`config.mk`:
```
export PLATFORM = sky130hd
export DESIGN_NAME = uart_response_sender
export DESIGN_NICKNAME = d
export VERILOG_FILES = /design/src/rtl/uart_sender_pkg.sv /design/src/rtl/packet_fifo.sv /design/src/rtl/uart_response_sender.sv
export SDC_FILE = /design/constraint.sdc
export NUM_CORES = 1
export LEC_CHECK = 0
export CAP_MARGIN = 20
export CORE_ASPECT_RATIO = 0.8
export CORE_UTILIZATION = 55
export CTS_CLUSTER_SIZE = 24
export DETAILED_ROUTE_END_ITERATION = 8
export GPL_TIMING_DRIVEN = 0
export PLACE_DENSITY_LB_ADDON = 0.12
export REMOVE_ABC_BUFFERS = 1
export SLEW_MARGIN = 25
export SYNTH_ARGS = -nofsm -noshare
export SYNTH_HDL_FRONTEND = slang
export SYNTH_SLANG_ARGS = --single-unit
```
`constraint.sdc`:
```
create_clock -name clock -period 2.45 [get_ports clock]
set_clock_uncertainty 0.15 [all_clocks]
set_input_delay 0.49 -clock clock [delete_from_list [all_inputs] [get_ports clock]]
set_output_delay 0.49 -clock clock [all_outputs]
set_load 0.03 [all_outputs]
```
`src/rtl/uart_sender_pkg.sv`:
```
// Shared types for the UART response sender: FSM encoding, packet layout, bytes per packet.
// Define PACKET_CHECKSUM_EN to append a code^data checksum byte to every packet.
package uart_sender_pkg;

    typedef enum logic [1:0] {
        S_IDLE,
        S_ISSUE,
        S_WAIT
    } state_e;

`ifdef PACKET_CHECKSUM_EN
    localparam int unsigned PACKET_BYTES = 3;
`else
    localparam int unsigned PACKET_BYTES = 2;
`endif

    typedef struct packed {
        logic [7:0] code;
        logic [7:0] data;
    } packet_t;

    localparam int unsigned PACKET_BITS = $bits(packet_t);

endpackage

```
`src/rtl/packet_fifo.sv`:
```
// Synchronous FIFO with full/empty flags; pointers carry one extra wrap bit.
module packet_fifo #(
    parameter int unsigned DEPTH = 4,
    parameter int unsigned WIDTH = 16
) (
    input  logic             clock,
    input  logic             reset_n,
    input  logic             push_i,
    input  logic [WIDTH-1:0] wdata_i,
    input  logic             pop_i,
    output logic [WIDTH-1:0] rdata_o,
    output logic             full_o,
    output logic             empty_o
);

    localparam int unsigned AW = $clog2(DEPTH);

    logic [WIDTH-1:0] mem_q [DEPTH];
    logic [AW:0]      wr_ptr_q, wr_ptr_d;
    logic [AW:0]      rd_ptr_q, rd_ptr_d;
    logic             push_ok, pop_ok;

    assign empty_o = (wr_ptr_q == rd_ptr_q);
    assign full_o  = (wr_ptr_q[AW] != rd_ptr_q[AW]) && (wr_ptr_q[AW-1:0] == rd_ptr_q[AW-1:0]);
    assign push_ok = push_i && !full_o;
    assign pop_ok  = pop_i && !empty_o;
    assign rdata_o = mem_q[rd_ptr_q[AW-1:0]];

    always_comb begin
        wr_ptr_d = wr_ptr_q;
        rd_ptr_d = rd_ptr_q;
        if (push_ok) wr_ptr_d = wr_ptr_q + 1'b1;
        if (pop_ok)  rd_ptr_d = rd_ptr_q + 1'b1;
    end

    always_ff @(posedge clock or negedge reset_n) begin
        if (!reset_n) begin
            wr_ptr_q <= '0;
            rd_ptr_q <= '0;
        end else begin
            wr_ptr_q <= wr_ptr_d;
            rd_ptr_q <= rd_ptr_d;
        end
    end

    always_ff @(posedge clock) begin
        if (push_ok) mem_q[wr_ptr_q[AW-1:0]] <= wdata_i;
    end

endmodule

```
`src/rtl/uart_response_sender.sv`:
```
// Buffers {code, data} responses and feeds them byte by byte to the UART transmitter.
// Define PACKET_CHECKSUM_EN to send a third code^data byte per packet.
module uart_response_sender
    import uart_sender_pkg::*;
#(
    parameter int unsigned PACKET_DEPTH = 4
) (
    input  logic       clock,
    input  logic       reset_n,
    input  logic       packet_valid,
    input  logic [7:0] packet_code,
    input  logic [7:0] packet_data,
    output logic       packet_ready,
    output logic       packet_overflow,
    input  logic       is_transmitting,
    input  logic       transmission_done,
    output logic       has_data,
    output logic [7:0] data_to_send,
    output logic       sender_busy
);

    packet_t          in_pkt, head;
    logic             fifo_full, fifo_empty, pop;
    state_e           state_q, state_d;
    logic [1:0]       idx_q, idx_d;
    logic             pend_q, pend_d;
    logic [7:0]       code_q, code_d;
    logic [7:0]       pdat_q, pdat_d;
    logic [7:0]       tx_byte_q, tx_byte_d;
    logic [7:0]       cur_byte;
    logic             done_q, ovf_q;
    logic             done_rise, last_byte;
`ifdef PACKET_CHECKSUM_EN
    logic [7:0]       csum_q, csum_d;
`endif

    assign in_pkt = '{code: packet_code, data: packet_data};

    packet_fifo #(
        .DEPTH(PACKET_DEPTH),
        .WIDTH(PACKET_BITS)
    ) u_fifo (
        .clock   (clock),
        .reset_n (reset_n),
        .push_i  (packet_valid),
        .wdata_i (in_pkt),
        .pop_i   (pop),
        .rdata_o (head),
        .full_o  (fifo_full),
        .empty_o (fifo_empty)
    );

    assign packet_ready    = !fifo_full;
    assign packet_overflow = ovf_q;
    assign has_data        = (state_q == S_ISSUE);
    assign data_to_send    = tx_byte_q;
    assign sender_busy     = !fifo_empty || (state_q != S_IDLE);
    assign done_rise       = transmission_done && !done_q;
    assign last_byte       = (idx_q == 2'(PACKET_BYTES - 1));

    always_comb begin
        cur_byte = code_q;
        if (idx_q == 2'd1) cur_byte = pdat_q;
`ifdef PACKET_CHECKSUM_EN
        if (idx_q == 2'd2) cur_byte = csum_q;
`endif
    end

    always_comb begin
        state_d   = state_q;
        idx_d     = idx_q;
        pend_d    = pend_q;
        code_d    = code_q;
        pdat_d    = pdat_q;
        tx_byte_d = tx_byte_q;
        pop       = 1'b0;
`ifdef PACKET_CHECKSUM_EN
        csum_d    = csum_q;
`endif
        unique case (state_q)
            S_IDLE: begin
                if (!fifo_empty && !is_transmitting) begin
                    code_d    = head.code;
                    pdat_d    = head.data;
`ifdef PACKET_CHECKSUM_EN
                    csum_d    = head.code ^ head.data;
`endif
                    idx_d     = 2'd0;
                    pend_d    = 1'b0;
                    tx_byte_d = head.code;
                    state_d   = S_ISSUE;
                end
            end
            S_ISSUE: state_d = S_WAIT;
            S_WAIT: begin
                // pend_q: byte index already advanced, waiting for the transmitter to go idle
                if (pend_q) begin
                    if (!is_transmitting) begin
                        pend_d    = 1'b0;
                        tx_byte_d = cur_byte;
                        state_d   = S_ISSUE;
                    end
                end else if (done_rise) begin
                    if (last_byte) begin
                        pop     = 1'b1;
                        state_d = S_IDLE;
                    end else begin
                        idx_d  = idx_q + 2'd1;
                        pend_d = 1'b1;
                    end
                end
            end
            default: state_d = S_IDLE;
        endcase
    end

    always_ff @(posedge clock or negedge reset_n) begin
        if (!reset_n) begin
            state_q   <= S_IDLE;
            idx_q     <= 2'd0;
            pend_q    <= 1'b0;
            code_q    <= 8'h00;
            pdat_q    <= 8'h00;
            tx_byte_q <= 8'h00;
            done_q    <= 1'b0;
            ovf_q     <= 1'b0;
`ifdef PACKET_CHECKSUM_EN
            csum_q    <= 8'h00;
`endif
        end else begin
            state_q   <= state_d;
            idx_q     <= idx_d;
            pend_q    <= pend_d;
            code_q    <= code_d;
            pdat_q    <= pdat_d;
            tx_byte_q <= tx_byte_d;
            done_q    <= transmission_done;
            ovf_q     <= packet_valid && fifo_full;
`ifdef PACKET_CHECKSUM_EN
            csum_q    <= csum_d;
`endif
        end
    end

endmodule

```
Word-level counts from Yosys, hierarchy flattened --
Memories as Yosys holds them, arrays and structs flattened. Index checks and enable logic that the tools add are counted.
Storage, ports and cells: RAM bits 64, memories 1, register bits after elaboration 37, logic and storage cells 76, ROM bits 0, input port bits 21, output and inout bits 12, bits in latches 0
Memories:
- u_fifo.mem_q | words 4, bits a word 16, read ports 1, clocked after Yosys merged registers in 0, write ports 1, RTL line packet_fifo.sv:18 | logic [WIDTH-1:0] mem_q [DEPTH];
Cells by class: divide/modulo/power cells 0, mux-type cells 28, add/subtract/negate cells 3, multipliers 0, $lt $le $gt $ge 0, reduce and logical (&&, ||, !) cells 19, shift-type cells 0, bitwise gates (word level) 0, equal/unequal tests 15
Operator list (number):
- $mux 8 | 4
- $mux 2 | 9
- $pmux 8 s2 | 1
- $ne 2x2->1 const B | 6
- $mux 1 | 11
- $ne 3x3->1 const B | 3
- $reduce_and 4->1 | 2
- $add 3x1->3 const B | 2
- $logic_and 1x1->1 | 6
- $pmux 2 s3 | 1
- $reduce_and 5->1 | 1
- $eq 2x1->1 const B | 2
- $logic_not 1->1 | 4
- $pmux 2 s2 | 1
- $reduce_and 2->1 | 2
- $reduce_bool 2->1 | 2
- $eq 3x3->1 | 1
- $add 2x1->2 const B | 1
- $eq 2x2->1 | 1
- $eq 2x2->1 const B | 1
- $logic_not 2->1 | 1
- $pmux 1 s2 | 1
- $logic_or 1x1->1 | 1
- $ne 1x1->1 | 1

Depth between registers and ports, before layout --
Gate-level depths: netlist of the first run.
depth after elaboration 6, gate-level depth with buffers 7, depth with buffers taken out 6

Modules after synthesis --
A second synthesis of the first run with hierarchy kept.
Unflattened totals: cells, all modules 242, area, all modules 4264.1 um^2
Modules (own cells, without submodules):
- packet_fifo | cells an instance 132, sequential area each 2072.0 um^2, area an instance 2829.0 um^2, instances 1
- uart_response_sender | cells an instance 110, sequential area each 775.7 um^2, area an instance 1435.1 um^2, instances 1

Least setup slack after synthesis of the first run --
Ideal clock, no wire load.
path type reg-to-reg, start register u_fifo.rd_ptr_q[1], end memory u_fifo.mem_q[3][0] (enable), data arrival time 1.627 ns, period minus slack after synthesis 2.152 ns, setup time 0.375 ns, cell stages (with the launch flop) 5, setup slack 0.298 ns, required time 1.925 ns, path buffers 1, cell sequence dfrtp_1 > buf_2 > xnor2_2 > nand3_1 > and3_1
On the way: word-level cells in the longest chain between the ends 6
RTL lines:
- start, declared | RTL line packet_fifo.sv:20 | logic [AW:0] rd_ptr_q, rd_ptr_d;
- start signal, assigned | RTL line packet_fifo.sv:42 | rd_ptr_q <= rd_ptr_d;
- $eq 2x2->1 | RTL line packet_fifo.sv:24 | assign full_o = (wr_ptr_q[AW] != rd_ptr_q[AW]) && (wr_ptr_q[AW-1:0] == rd_ptr_q[AW-1:0]);
- $logic_and 1x1->1 | RTL line packet_fifo.sv:24
- $logic_not 1->1
- via packet_ready | RTL line uart_response_sender.sv:13 | output logic packet_ready,
- $logic_and 1x1->1 | RTL line packet_fifo.sv:25 | assign push_ok = push_i && !full_o;
- $mux 1 | RTL line packet_fifo.sv:47 | if (push_ok) mem_q[wr_ptr_q[AW-1:0]] <= wdata_i;
- $mux 1 (not written as such) | RTL line packet_fifo.sv:47
- end, declared | RTL line packet_fifo.sv:18
The timed path passes the listed nets, and every way through them passes these cells.

Worst setup path in the final report of the first run --
start register state_q[1], end output has_data
On the way: word-level cells in the longest chain between the ends 1
RTL lines:
- start, declared | RTL line uart_response_sender.sv:24 | state_e state_q, state_d;
- start signal, assigned | RTL line uart_response_sender.sv:131 | state_q <= state_d;
- $eq 2x1->1 | RTL line uart_response_sender.sv:55 | assign has_data = (state_q == S_ISSUE);
- end, declared | RTL line uart_response_sender.sv:17 | output logic has_data,
Every way passes these cells.

==> reports/metrics.yaml, run 1 <==
worst-path-max-fanout: 7
tightest_slew_ns: 1.006
gr-total-overflow: 0
slew_headroom_pct: 32.92
hp-start: "idx_q[0]"
synth_most_common_cell: "edfxtp_1"
synth_top_area_share_pct: 46.22
placed_area_um2: 4526
die_h_um: 79.77
setup_viol: 0
r2r_end: "u_fifo.mem_q[1][2]"
ys_types: 34
irDropWorstVdd_uv: 556.8
n_antenna_cell: 0
cts_tree: "done"
ys_top_cells_by_count: "edfxtp_1 (64), dfrtp_1 (37), mux2_2 (15)"
path_clk_slew_ns: 0.10
core_um2: 7094
grt_usage_pct: 19.92
fin_area_um2: 4775
yosysWarnings: 0
max_freq_mhz: 417.8
vias: 2037
cts_root_buffer: "clkbuf_8"
dieArea_um2: 7913
critPathRequiredTime_ns: 1.81
critical_path.max_stage_delay_ns: 0.68
io_pins: 33
io_buffers: 32
final_hold_viol_count: 0
final.min_clock_period_ns: 2.394
ys_ff_latch: 101
rows: 27
synth_edf_count: 64
grt_start_max_net_pins: 24
status: "completed"
drv_cap: 0
wl_um: 6898
ys_top_cells_by_area: "edfxtp_1 (46%), dfrtp_1 (22%), mux4_2 (7.6%)"
routedWlPerCell_um: 19.32
finalCritPeriodShare_pct: 97.70
avgSynthCellArea_um2: 18.24
critical_path_class: "flop to primary output"
initialDrtViolationCount: 57
holdPathStages: 1
drv_slew: 0
area_delta_synth_final_pct: 14.84
drive_gt1_share_pct: 26.30
cts_sinks: 101
critical_path.endpoint_type: "primary output"
crit_buf_inv: 1
worstReg2RegStart: "u_fifo.rd_ptr_q[1]"
ys.flop_type: "edfxtp_1"
synthesis.area_um2: 4158
dr.pass1.iters: 4
slowest_stage: "clkdlybuf4s50_1"
synth_area_leader_cell: "edfxtp_1"
dpl.hpwl_um: 4116
start_util_pct: 58.61
drc: 0
postSynthCellCount: 228
crit_family: "buffers and inverters"
post_drt_via_cell_ratio: 5.706
antenna_left: 0
htree_levels: 3
ys_async_sr_fraction_pct: 36.63
grt_first_pass_wirelength_um: 11080
antenna_found_initial: 0
start_kind: "flop"
seq_area_frac_synth_pct: 68.49
hp-class: "flop to flop"
finalPower_mw: 5.908
cts_buffers: 9
cp.arrival_ns: 1.75
powerDensity_nw_per_um2: 1237
worst_slack_ns: 0.05633
die_x_um: 99.21
path_cells: "and2b_1, clkdlybuf4s50_1"
grt_pass1_vias: 2089
reg2regPathDepth: 3
clk_latency_ns: 0.37
hold_path_end: "idx_q[0]"
cts_buffer_depth: 2
gp_congestion: 0.7177
final_net_count: 292
post-place-ws_ns: -0.4638
p_leak_nw: 1.777
reg2reg_slack_ns: 0.18
## worst max path at each step
stage                            start            endpoint  slack, ns  cells after the start
floorplan           u_fifo.rd_ptr_q[0]  u_fifo.mem_q[3][0]      -0.14                      3
global placement    u_fifo.rd_ptr_q[0]         sender_busy      -0.73                      4
detailed placement  u_fifo.rd_ptr_q[1]         sender_busy      -0.46                      4
CTS                 u_fifo.rd_ptr_q[0]         sender_busy       0.05                      4
global route        u_fifo.rd_ptr_q[2]         sender_busy     -0.003                      4
finish                      state_q[1]            has_data       0.06                      2
## power breakdown
part,total [mW],internal (mW),leakage [nW],switching [mW]
Clock,1.12,0.541,0.112,0.581
Combinational,2.17,1.07,0.636,1.10
Sequential,2.62,2.37,1.03,0.245
## worst reg2reg max path: cells and delay by family (launching register included)
kind          cells  cell delay (ns)
simple gates      2             1.07
flops             1             0.50
xor+xnor          1             0.16
## final cells by class
| cell class | instances | area, um2 |
|---|---|---|
| Sequential cell | 101 | 2855 |
| Fill cell | 515 | 2320 |
| Multi-Input combinational cell | 110 | 1211 |
| Timing Repair Buffer | 36 | 357.8 |
| Clock buffer | 11 | 151.4 |
| Tap cell | 87 | 108.9 |
| Clock inverter | 5 | 63.81 |
| Inverter | 7 | 26.28 |
## flip-flops by register name (all words and copies together) (netlist names)
signal / cells
idx_q: 2
pend_q: 1
state_q: 2
data_to_send: 8
u_fifo.mem_q: 64
u_fifo.rd_ptr_q: 3
done_q: 1
packet_overflow: 1
pdat_q: 8
code_q: 8
u_fifo.wr_ptr_q: 3
## layer usage
layer	global-route usage [%]	vias to the layer above	part of all wire [%]
met5	0	-	0
met3	7.356	4	5.1
met1	27.16	1042	48
met4	4.412	0	0.48
li1	-	940	-
met2	30.97	51	47
## cells in the final DEF, fill, tap and decap left out, types with 7 or more instances in the layout
cell             netlist  final
mux2_2                15     15
inv_1                  7      7
nor2_1                 9      9
clkbuf_8               0     11
a21oi_1                8      8
dfrtp_1               37     35
clkdlybuf4s50_1        0     29
mux4_2                14     14
edfxtp_1              64     64
mux2_4                11     11
mux2i_1                8      8
## cell families (layout without fill, tap and decap cells)
kind of cell | after synthesis | in the layout | share of synthesized area (%)
AOI/OAI and AO/OA | 17 | 17 | 2.648
xor gates and xnor gates | 8 | 8 | 1.866
adders and majority gates | 6 | 6 | 1.806
buffers and inverters | 17 | 59 | 2.738
DFF | 101 | 101 | 68.49
muxes | 50 | 50 | 18.81
and+or+nand+nor | 29 | 29 | 3.641
## what timing repair did
action	4_1_cts	5_1_grt
endpoints found under the setup margin	93	1
hold buffers	1	0
endpoints found under the hold margin	14	0
resized for setup	10	3
buffers inserted	2	0
pin swaps	0	0
## metrics by stage
stage	hold slack [ns]	util [%]	TNS, ns	std cells
after global placement	0.3394	63.42	-64.14	337
final	0.3535	67.30	0	357
after detailed placement	0.2976	63.79	-29.29	338
after CTS	0.3609	67.28	0	357
after global routing	0.3827	67.30	-0.002766	357
after floorplan	0.04441	-	-7.766	218
Note: power is estimated with default switching activity, not from simulation.
==> run 2: changes to the inputs <==
ABC_AREA = 0   (was unset)
==> results of run 2 <==
The final DEF is identical to that of run 1; final timing and power are the same.
==> run 3: changes to the inputs <==
CTS_CLUSTER_SIZE = 14   (was 24)
GPL_TIMING_DRIVEN = unset   (was 0)
==> reports/metrics.yaml, run 3 (synthesis results as in run 1) <==
rows: 27  # unchanged
area_delta_synth_final_pct: 16.85  # was 14.84%
status: "completed"  # unchanged
n_antenna_cell: 0  # unchanged
die_x_um: 99.21  # unchanged
fin_util_pct: 68.48  # was 67.30%
slew_headroom_pct: 68.29  # was 32.92%
largest_reg_flops: 64  # unchanged
initialDrtViolationCount: 56  # was 57
grt_start_max_net_pins: 20  # was 24
cts_root_buffer: "clkbuf_8"  # unchanged
clk_latency_ns: 0.37  # about the same
fin_area_um2: 4858  # was 4775 um2
drv_cap: 0  # unchanged
path_clk_slew_ns: 0.09  # was 0.10 ns
crit_family: "buffers and inverters"  # unchanged
htree_levels: 3  # unchanged
final_net_count: 305  # was 292
gr-total-overflow: 0  # unchanged
tightest_slew_ns: 0.4756  # was 1.006 ns
gr-usage-met1_pct: 27.06  # was 27.16%
slowest_stage: "clkdlybuf4s50_1"  # unchanged
gp_congestion: 0.7399  # was 0.7177
vias: 2057  # was 2037
post_drt_via_cell_ratio: 5.559  # was 5.706
max_freq_mhz: 425.5  # was 417.8 MHz
io_buffers: 32  # unchanged
grt_usage_pct: 19.64  # was 19.92%
reg2reg_slack_ns: 0.37  # was 0.18 ns
met2_usage_pct: 31.11  # was 30.97%
powerDensity_nw_per_um2: 1234  # was 1237 nW/um2
setup_viol: 0  # unchanged
final_common_cell: "edfxtp_1"  # unchanged
finalCritPeriodShare_pct: 95.93  # was 97.70%
hp-start: "idx_q[0]"  # unchanged
cts_buffers: 9  # unchanged
cts_tree: "done"  # unchanged
wl_um: 6775  # was 6898 um
critical_path_class: "flop to primary output"  # unchanged
routedWlPerCell_um: 18.31  # was 19.32 um
p_leak_nw: 1.840  # was 1.777 nW
critical_path.max_stage_delay_ns: 0.67  # was 0.68 ns
holdPathStages: 1  # unchanged
io_pins: 33  # unchanged
dp.cells: 353  # was 338
holdWs_ns: 0.3580  # was 0.3535 ns
post-cts-setup-buffer-count: 0  # was 2
core_um2: 7094  # unchanged
die_h_um: 79.77  # unchanged
hp-class: "flop to flop"  # unchanged
drv_slew: 0  # unchanged
start_util_pct: 58.61  # unchanged
grt_first_pass_wirelength_um: 11140  # was 11080 um
dieArea_um2: 7913  # unchanged
drc: 0  # unchanged
grt-busiest-layer: "met2"  # unchanged
placed_area_um2: 4624  # was 4526 um2
rsz0062_at_grt: "false"
cts_buffer_depth: 2  # unchanged
worstReg2RegStart: "u_fifo.rd_ptr_q[0]"  # was u_fifo.rd_ptr_q[1]
final_hold_viol_count: 0  # unchanged
critPathRequiredTime_ns: 1.81  # about the same
r2r_end: "data_to_send[1]"  # was u_fifo.mem_q[1][2]
start_kind: "flop"  # unchanged
antenna_found_initial: 0  # unchanged
cp.arrival_ns: 1.71  # was 1.75 ns
final.min_clock_period_ns: 2.350  # was 2.394 ns
dr.pass1.iters: 4  # unchanged
antenna_left: 0  # unchanged
layout_common_cells: "edfxtp_1 (64), dfrtp_1 (36), clkdlybuf4s50_1 (29), buf_4 (16), mux2_2 (15)"  # was edfxtp_1 (64), dfrtp_1 (35), clkdlybuf4s50_1 (29), mux2_2 (15), mux4_2 (14)
hold_path_end: "idx_q[0]"  # unchanged
grt_pass1_vias: 2122  # was 2089
dpl.hpwl_um: 4219  # was 4116 um
final_cells: 370  # was 357
crit_buf_inv: 1  # unchanged
reg2regPathDepth: 5  # was 3
irDropWorstVdd_uv: 534.6  # was 556.8 uV
grtUsageMet3_pct: 5.342  # was 7.356%
drive_gt1_share_pct: 28.62  # was 26.30%
worst-path-max-fanout: 7  # unchanged
path_cells: "and2b_1, clkdlybuf4s50_1"  # unchanged
critical_path.endpoint_type: "primary output"  # unchanged
cts_sinks: 101  # unchanged
-- run 3: per-layer routing --
metal  routed length [um]  vias up
li1                     -      967
met1                 3275     1050
met2                 3205       31
met3                  212        9
met4                   82        0
met5                    0        -
-- run 3: stage by stage --
stage | setup slack (ns) | setup TNS [ns] | total power [mW]
after floorplan | -0.1433 | -7.766 | 4.156
after global placement | 0.1549 | 0 | 4.896
after detailed placement | 0.1092 | 0 | 4.951
after CTS | 0.001526 | 0 | 6.066
after global routing | 0.02769 | 0 | 6.361
final | 0.09961 | 0 | 5.998
-- run 3: timing repair --
item                       4_1_cts  5_1_grt
setup endpoints to repair        1        1
cloned                           0        0
hold endpoints to repair        15        0
resized for setup                2        4
hold buffers                     1        0
-- run 3: worst reg2reg max path, cell delays in order, from the launching register on --
cell and delay, ns:
dfrtp_1 0.40, buf_4 0.36, mux4_1 0.65, nor2_1 0.10
a21oi_1 0.05, mux2_2 0.27
-- run 3: final cells by class --
type,count,area (um2)
inverter,7,26.28
clock buffer,9,123.9
clock inverter,7,88.84
timing repair buffer,49,450.4
tap,87,108.9
fill,490,2236
multi-input combinational,110,1211
sequential,101,2849
-- run 3: power breakdown --
part | internal (mW) | leakage, nW | switching, mW
sequential | 2.36 | 1.03 | 0.240
clock | 0.495 | 0.104 | 0.597
combinational | 1.18 | 0.703 | 1.12
-- run 3: how the worst max path moves through the flow --
| stage | startpoint | to | slack, ns | depth (start not counted) |
|---|---|---|---|---|
| 2_1_floorplan | u_fifo.rd_ptr_q[0] | u_fifo.mem_q[3][0] | -0.14 | 3 |
| 3_3_place_gp | transmission_done | u_fifo.rd_ptr_q[1] | 0.15 | 5 |
| 3_5_place_dp | transmission_done | u_fifo.rd_ptr_q[1] | 0.11 | 5 |
| 4_1_cts | u_fifo.rd_ptr_q[2] | sender_busy | 0.002 | 4 |
| 5_1_grt | state_q[1] | has_data | 0.03 | 2 |
| 6_report | state_q[1] | has_data | 0.1 | 2 |
